**config.mk**
```make
export PLATFORM = sky130hd
export DESIGN_NAME = stopwatch_ctrl_flat
export DESIGN_NICKNAME = d
export VERILOG_FILES = /design/src/rtl/stopwatch_ctrl_if.sv /design/src/rtl/stopwatch_ctrl.sv /design/src/flat_wrapper.sv
export SDC_FILE = /design/constraint.sdc
export NUM_CORES = 1
export LEC_CHECK = 0
export CORE_MARGIN = 3
export CORE_UTILIZATION = 40
export CTS_CLUSTER_SIZE = 28
export DETAILED_ROUTE_END_ITERATION = 16
export GPL_TIMING_DRIVEN = 1
export PLACE_DENSITY_LB_ADDON = 0.1
export SYNTH_ARGS = -nofsm -noshare
export SYNTH_HDL_FRONTEND = slang
export SYNTH_SLANG_ARGS = --single-unit
```
**constraint.sdc**
```tcl
create_clock -name ck -period 3.8 [get_ports ck]
set_input_delay 0.76 -clock ck [delete_from_list [all_inputs] [get_ports ck]]
set_output_delay 0.76 -clock ck [all_outputs]
set_load 0.02 [all_outputs]
```
**src/rtl/stopwatch_ctrl_if.sv**
```systemverilog
`default_nettype none
// +--------------------------------------------------------------------+
// | stopwatch_ctrl_if : buttons, digit flags and digit-block controls  |
// | Rev 1.0                                                            |
// +--------------------------------------------------------------------+
interface stopwatch_ctrl_if #(
  parameter int N = 4
);
  logic         ss;
  logic         lc;
  logic [N-1:0] cnt_9;
  logic [N-1:0] enb;
  logic         cnt_clr;
  logic         ld;
  logic         running;
  logic         lap;

  modport master (
    input  ss, lc, cnt_9,
    output enb, cnt_clr, ld, running, lap
  );

  modport slave (
    output ss, lc, cnt_9,
    input  enb, cnt_clr, ld, running, lap
  );
endinterface
`default_nettype wire

```
**src/rtl/stopwatch_ctrl.sv**
```systemverilog
`default_nettype none
// +--------------------------------------------------------------------+
// | stopwatch_ctrl : mode FSM, tick prescaler and BCD cascade enables  |
// | Rev 1.0                                                            |
// +--------------------------------------------------------------------+
module stopwatch_ctrl #(
  parameter int N   = 4,
  parameter int DIV = 50_000_000
) (
  input  wire logic        ck,
  input  wire logic        rst_s,
  stopwatch_ctrl_if.master bus
);

  localparam int                 c_PRE_W   = (DIV > 1) ? $clog2(DIV) : 1;
  localparam logic [c_PRE_W-1:0] c_PRE_MAX = c_PRE_W'(DIV - 1);

  typedef enum logic [1:0] {
    S_IDLE = 2'd0,
    S_RUN  = 2'd1,
    S_LAP  = 2'd2,
    S_STOP = 2'd3
  } state_t;

  state_t             r_state;
  state_t             w_state_nxt;
  logic               r_ss_q;
  logic               r_lc_q;
  logic               w_ss_ev;
  logic               w_lc_ev;
  logic [c_PRE_W-1:0] r_pre;
  logic               w_tick;
  logic               w_counting;
  logic               w_ld;
  logic               w_lap;
  logic               w_clr_nxt;
  logic               r_cnt_clr;
  logic [N-1:0]       w_chain;

  // Previous samples reset high so a button held through reset is not an event.
  always_ff @(posedge ck) begin
    if (rst_s) begin
      r_ss_q <= 1'b1;
      r_lc_q <= 1'b1;
    end else begin
      r_ss_q <= bus.ss;
      r_lc_q <= bus.lc;
    end
  end

  assign w_ss_ev = bus.ss & ~r_ss_q;
  assign w_lc_ev = bus.lc & ~r_lc_q & ~w_ss_ev;

  always_ff @(posedge ck) begin
    if (rst_s) begin
      r_state <= S_IDLE;
    end else begin
      r_state <= w_state_nxt;
    end
  end

  always_comb begin
    w_state_nxt = r_state;
    w_clr_nxt   = 1'b0;
    w_counting  = 1'b0;
    w_ld        = 1'b1;
    w_lap       = 1'b0;
    case (r_state)
      S_IDLE: begin
        if (w_ss_ev) w_state_nxt = S_RUN;
      end
      S_RUN: begin
        w_counting = 1'b1;
        if (w_ss_ev)      w_state_nxt = S_STOP;
        else if (w_lc_ev) w_state_nxt = S_LAP;
      end
      S_LAP: begin
        w_counting = 1'b1;
        w_ld       = 1'b0;
        w_lap      = 1'b1;
        if (w_ss_ev)      w_state_nxt = S_STOP;
        else if (w_lc_ev) w_state_nxt = S_RUN;
      end
      S_STOP: begin
        if (w_ss_ev) begin
          w_state_nxt = S_RUN;
        end else if (w_lc_ev) begin
          w_state_nxt = S_IDLE;
          w_clr_nxt   = 1'b1;
        end
      end
      default: begin
        w_state_nxt = S_IDLE;
      end
    endcase
  end

  // STOP keeps the partial second so a pause does not lose time.
  always_ff @(posedge ck) begin
    if (rst_s || (r_state == S_IDLE)) begin
      r_pre <= '0;
    end else if (w_counting) begin
      r_pre <= (r_pre == c_PRE_MAX) ? '0 : r_pre + c_PRE_W'(1);
    end
  end

  assign w_tick = w_counting & (r_pre == c_PRE_MAX);

  always_ff @(posedge ck) begin
    if (rst_s) begin
      r_cnt_clr <= 1'b1;
    end else begin
      r_cnt_clr <= w_clr_nxt;
    end
  end

  assign w_chain[0] = 1'b1;

  // Digit i advances only when every lower digit is about to wrap.
  generate
    for (genvar gi = 0; gi < N; gi++) begin : g_enb
      if (gi > 0) begin : g_carry
        assign w_chain[gi] = w_chain[gi-1] & bus.cnt_9[gi-1];
      end
      assign bus.enb[gi] = w_tick & w_chain[gi];
    end
  endgenerate

  assign bus.cnt_clr = r_cnt_clr;
  assign bus.ld      = w_ld;
  assign bus.running = w_counting;
  assign bus.lap     = w_lap;

endmodule
`default_nettype wire

```
**src/flat_wrapper.sv**
```systemverilog
// flat-port wrapper written by rule: the top's interface ports become plain ports
module stopwatch_ctrl_flat 
#(
  parameter int N   = 4,
  parameter int DIV = 50_000_000
)
  (ck, rst_s, bus_ss, bus_lc, bus_cnt_9, bus_enb, bus_cnt_clr, bus_ld, bus_running, bus_lap);
  stopwatch_ctrl_if #(.N(N)) bus_i ();
  input  wire logic ck;
  input  wire logic rst_s;
  input wire logic [$bits(bus_i.ss)-1:0] bus_ss;
  input wire logic [$bits(bus_i.lc)-1:0] bus_lc;
  input wire logic [$bits(bus_i.cnt_9)-1:0] bus_cnt_9;
  output wire logic [$bits(bus_i.enb)-1:0] bus_enb;
  output wire logic [$bits(bus_i.cnt_clr)-1:0] bus_cnt_clr;
  output wire logic [$bits(bus_i.ld)-1:0] bus_ld;
  output wire logic [$bits(bus_i.running)-1:0] bus_running;
  output wire logic [$bits(bus_i.lap)-1:0] bus_lap;
  assign bus_i.ss = bus_ss;
  assign bus_i.lc = bus_lc;
  assign bus_i.cnt_9 = bus_cnt_9;
  assign bus_enb = bus_i.enb;
  assign bus_cnt_clr = bus_i.cnt_clr;
  assign bus_ld = bus_i.ld;
  assign bus_running = bus_i.running;
  assign bus_lap = bus_i.lap;
  stopwatch_ctrl #(.N(N), .DIV(DIV)) u_core (.ck(ck), .rst_s(rst_s), .bus(bus_i));
endmodule
```
* Yosys cells after proc, flatten, opt, wreduce, memory -nomap -nowiden
Index checks and enable logic that the tools add are counted.
Cells by class: multiplexer cells 15, bitwise operators 12, $add $sub $neg 1, equal/unequal tests 8, reductions and logical operators 4
Operator list (count):
- $add A26 B1 Y26 const B | 1
- $eq A26 B26 Y1 const B | 1
- $mux W26 | 1
- $mux W2 | 7
- $and A1 B1 Y1 | 9
- $ne A3 B1 Y1 const B | 3
- $pmux W2 S4 | 1
- $mux W1 | 6
- $eq A2 B2 Y1 const B | 2
- $reduce_and A4 Y1 | 1
- $not A1 Y1 | 3
- $eq A2 B1 Y1 const B | 1
- $logic_not A2 Y1 | 1
- $ne A2 B1 Y1 const B | 1
- $reduce_or A2 Y1 | 1
- $logic_or A1 B1 Y1 | 1
Word-level totals: register bits 31, output and inout port bits 8, input port bits 8, logic and storage cells 45

* Logic depth before layout (Yosys ltp)
depth in word-level cells 7, gate-level depth with buffers 8, gate-level depth less buffers 6

* Worst setup path after synthesis
Ideal clock, no wire load.
path type reg-to-output, start register u_core.r_state[0], end output port bus_enb[3], slack 990 ps, path buffers 2, stages on the path, launching flop included 9, data required time 3040 ps, arrival time 2050 ps, cell sequence dfxtp_1 inv_1 ha_1 and3_1 buf_4 nand3_4 buf_6 nor3_2 and4_1
Between the ends: cells in the longest elaborated chain, start to end 5, elaborated cells on any way between the ends 6, those cells by class eq/ne (2); mux (1); bitwise (2); reduce/logical (1)
RTL lines:
- start: declaration | RTL line stopwatch_ctrl.sv:25 | state_t r_state;
- start signal: assignment | RTL line stopwatch_ctrl.sv:58 | r_state <= w_state_nxt;
- $eq A2 B1 Y1 or $eq A2 B2 Y1 (tied branches) | RTL line stopwatch_ctrl.sv:68 | case (r_state)
- $reduce_or A2 Y1 (no line) (*)
- $mux W1 (*) | RTL line stopwatch_ctrl.sv:68
- named net bus_running | RTL line flat_wrapper.sv:17 | output wire logic [$bits(bus_i.running)-1:0] bus_running;
- $and A1 B1 Y1 (*) | RTL line stopwatch_ctrl.sv:107 | assign w_tick = w_counting & (r_pre == c_PRE_MAX);
- named net u_core.w_tick | RTL line stopwatch_ctrl.sv:32 | logic w_tick;
- $and A1 B1 Y1 (*) | RTL line stopwatch_ctrl.sv:125 | assign bus.enb[gi] = w_tick & w_chain[gi];
- end: declaration | RTL line flat_wrapper.sv:14 | output wire logic [$bits(bus_i.enb)-1:0] bus_enb;
The timed path passes the listed nets; every way through them passes the cells marked *.

* Worst setup path after layout
start register u_core.r_state[1], end output port bus_enb[3]
Between the ends: cells in the longest elaborated chain, start to end 5, elaborated cells on any way between the ends 6, those cells by class eq/ne (2); mux (1); bitwise (2); reduce/logical (1)
RTL lines (RTL line):
- $eq A2 B1 Y1 or $eq A2 B2 Y1 (tied branches) | stopwatch_ctrl.sv:68
- $reduce_or A2 Y1 (no line) (*)
- $mux W1 (*) | stopwatch_ctrl.sv:68
- $and A1 B1 Y1 (*) | stopwatch_ctrl.sv:107
- $and A1 B1 Y1 (*) | stopwatch_ctrl.sv:125
Mark *: on every way between the ends. The rest lies on a longest branch, timed or not.

==> results.yml <==
setup_path:
  start_kind: "register"
  worstReg2RegStart: "u_core.r_state[1]"
  r2r_cells: 7
  regToRegEndpoint: "u_core.r_pre[19]"
  r2r_slack_ns: 1.06
  worstSetupEndpointType: "output pin"
  worstSetupStartpoint: "u_core.r_state[1]"
  worst_ep_arrival_time_ns: 2.81
  crit_fanout: 12
  critPathKind: "reg2out"
  cp.required_ns: 3.04
detailed_routing:
  num_vias: 1383
  drtAntennaViolNets: 0
  viasPerCell: 5.67
  drt-pass1-iter-count: 4
  drc_errors: 0
  drt_iter0_drc: 89
  wl_per_cell_um: 13.3
  wl_um: 3240
clock_tree:
  htree_levels: 2
  cts_tree: "done"
  cts_buffer_depth: 2
  holdBufCountCts: 0
  clock-sinks: 31
  post_cts_buffers: 0
  clockRootBuffer: "clkbuf_8"
  cts.repair.resized: 0
  cts_buffers: 5
  insertion_delay_ns: 0.28
  clk_pin_slew_worst_paths_ns: 0.07
timing:
  tightest_slew_ns: 0.833
  post-route-period-util_pct: 94.1
  holdWs_ns: 0.492
  fin_crit_ns: 3.57
  rsz0062_at_grt: "no"
  finalSetupTns_ns: 0
  timing.fmax_mhz: 280
  final_max_slew_viol_count: 0
  setup_viol: 0
  hold_viol_final: 0
  relSlewSlack_pct: 44.4
  fin_skew_ns: 0.00741
power:
  peakVddDrop_v: 0.000192
  sw_frac_of_total_pct: 27.6
  switching_power_uw: 213
  p_clk_share_pct: 36.5
  combPwrFrac_pct: 18.9
  p_int_uw: 559
  power_density_nw_per_um2: 401
  seqPwrFrac_pct: 44.6
  p_leak_nw: 0.599
logic_synthesis:
  syn_inst: 183
  syn_avg_cell_area_um2: 9.15
  yosysWarnings: 0
  synthArstFlopShare_pct: 0
  synth_edf_count: 0
  synth-seq-cells: 31
  synth_ff_type: "dfxtp_1"
  synth_top_cell_area_share_pct: 37.1
  synth_area_leader_cell: "dfxtp_1"
  synth_cell_types: 43
  yosysSeqAreaShare_pct: 37.1
  synth_area_um2: 1670
  syn-num-nets: 197
  synth_area_leaders: "dfxtp_1, o31ai_1, ha_1"
run_status:
  status: "complete, no violations"
global_routing:
  grt_pass1_vias: 1224
  grt_pass1_wl_um: 5750
  overflow: 0
  grt_max_degree: 21
  antenna_found_initial: 0
  gr-usage-all-layers_pct: 14.2
final_layout:
  drive_gt1_share_pct: 13.3
  regArea_um2: 621
  fillers: 366
  nets: 209
  syn_to_final_growth_pct: 15.1
  multi_input_area_um2: 980
  final_util_pct: 50.0
  antennaDiodeCount: 0
hold_path:
  holdCritPathClass: "reg2reg"
  hold_start: "u_core.r_pre[25]"
  holdPathStages: 2
  whs_endpoint: "u_core.r_pre[25]"
floorplanning:
  die_area_um2: 5000
  rows: 22
  die_x_um: 70.7
  core_area_um2: 3850
  initial_core_util_pct: 43.4
  dieHeight_um: 70.7
  ios: 16
job:
  drv_cap: 0
placement:
  port_buffers: 14
  hpwl_um: 2280
  place_congestion: 0.745
==> logic make-up after synthesis <==
kind of cell / share of synthesized area, %
flip-flops: 37.1
buffers and inverters: 4.86
XOR/XNOR: 5.76
multiplexers: 0.598
AND/OR/NAND/NOR: 30.9
adder cells (fa/ha/maj): 4.48
AO/OA/AOI/OAI: 16.4
==> flip-flops by register name (all words and copies together), names as in the netlist <==
signal	cells
u_core.r_lc_q	1
u_core.r_pre	26
u_core.r_state	2
u_core.bus.cnt_clr	1
u_core.r_ss_q	1
==> placed cells by master, fill, tap and decap left out, drive strengths merged, types with 3 or more instances in the layout <==
| master | instances |
|---|---|
| or3 | 3 |
| nand3 | 9 |
| nand2 | 10 |
| and3 | 6 |
| ha | 6 |
| and4 | 3 |
| xnor2 | 3 |
| nor2 | 13 |
| o31ai | 13 |
| nand4 | 10 |
| xor2 | 8 |
| clkbuf | 8 |
| or4 | 12 |
| nor3 | 4 |
| a21oi | 15 |
| dfxtp | 31 |
| inv | 5 |
| clkdlybuf4s50 | 14 |
==> layer usage <==
layer / part of all wire, % / track usage (%) / up-vias
li1: - / - / 707
met2: 42 / 19.6 / 22
met1: 52 / 20.1 / 647
met5: 0 / 0 / -
met4: 1.9 / 6.26 / 0
met3: 4.1 / 4.40 / 7
==> final cells by class <==
type | instances | share of cell area (%)
repair buffers | 15 | 7.66
multi-input cells | 137 | 50.8
well taps | 48 | 3.12
flip-flops and latches | 31 | 32.2
inverters | 5 | 0.974
clock buffers | 8 | 5.19
==> metrics by stage <==
stage | std cells | power (mW) | setup slack [ns] | area, um^2
floorplan | 183 | 0.450 | 0.990 | 1670
global placement | 236 | 0.494 | 0.473 | 1820
detailed placement | 236 | 0.498 | 0.393 | 1820
CTS | 244 | 0.787 | 0.0723 | 1920
global route | 244 | 0.815 | 0.0124 | 1930
finish | 244 | 0.772 | 0.225 | 1930
==> power by group through the flow <==
stage | combinational (mW) | clock (mW) | sequential, mW
after floorplan | 0.101 | 0 | 0.349
after global placement | 0.144 | 0 | 0.350
after detailed placement | 0.147 | 0 | 0.351
after CTS | 0.148 | 0.295 | 0.344
after global routing | 0.161 | 0.309 | 0.345
final | 0.146 | 0.282 | 0.344
==> worst max path at each step <==
stage | cells after the start | endpoint | slack (ns)
floorplan | 8 | bus_enb[3] | 0.99
global placement | 7 | bus_enb[3] | 0.47
detailed placement | 7 | bus_enb[3] | 0.39
CTS | 7 | bus_enb[3] | 0.07
global route | 7 | bus_enb[3] | 0.01
finish | 7 | bus_enb[3] | 0.23
==> critical path, stage by stage, from the launching register on <==
cell	delay [ns]
dfxtp_1	0.40
inv_1	0.10
ha_1	0.44
and3_2	0.33
nand3_4	0.20
nor3_4	0.26
and4_1	0.20
clkdlybuf4s50_1	0.59
==> Yosys cell counts (2+ instances only) <==
master,number
o21ai_0,2
a21o_1,2
buf_4,2
or4_4,4
nor4_1,2
clkbuf_1,4
nand2b_1,2
ha_1,6
and4_1,3
nand4_1,10
and2_1,2
nor2_1,13
o31ai_1,12
a21oi_1,11
or3_1,2
buf_2,2
inv_1,5
or4_1,8
dfxtp_1,31
nand3_1,6
buf_6,2
nand3_4,2
and3_1,6
a21oi_2,4
nor3_1,3
xnor2_1,3
nand2_1,10
xor2_1,8
or2_2,2
Power figures use the tool's default switching activity.
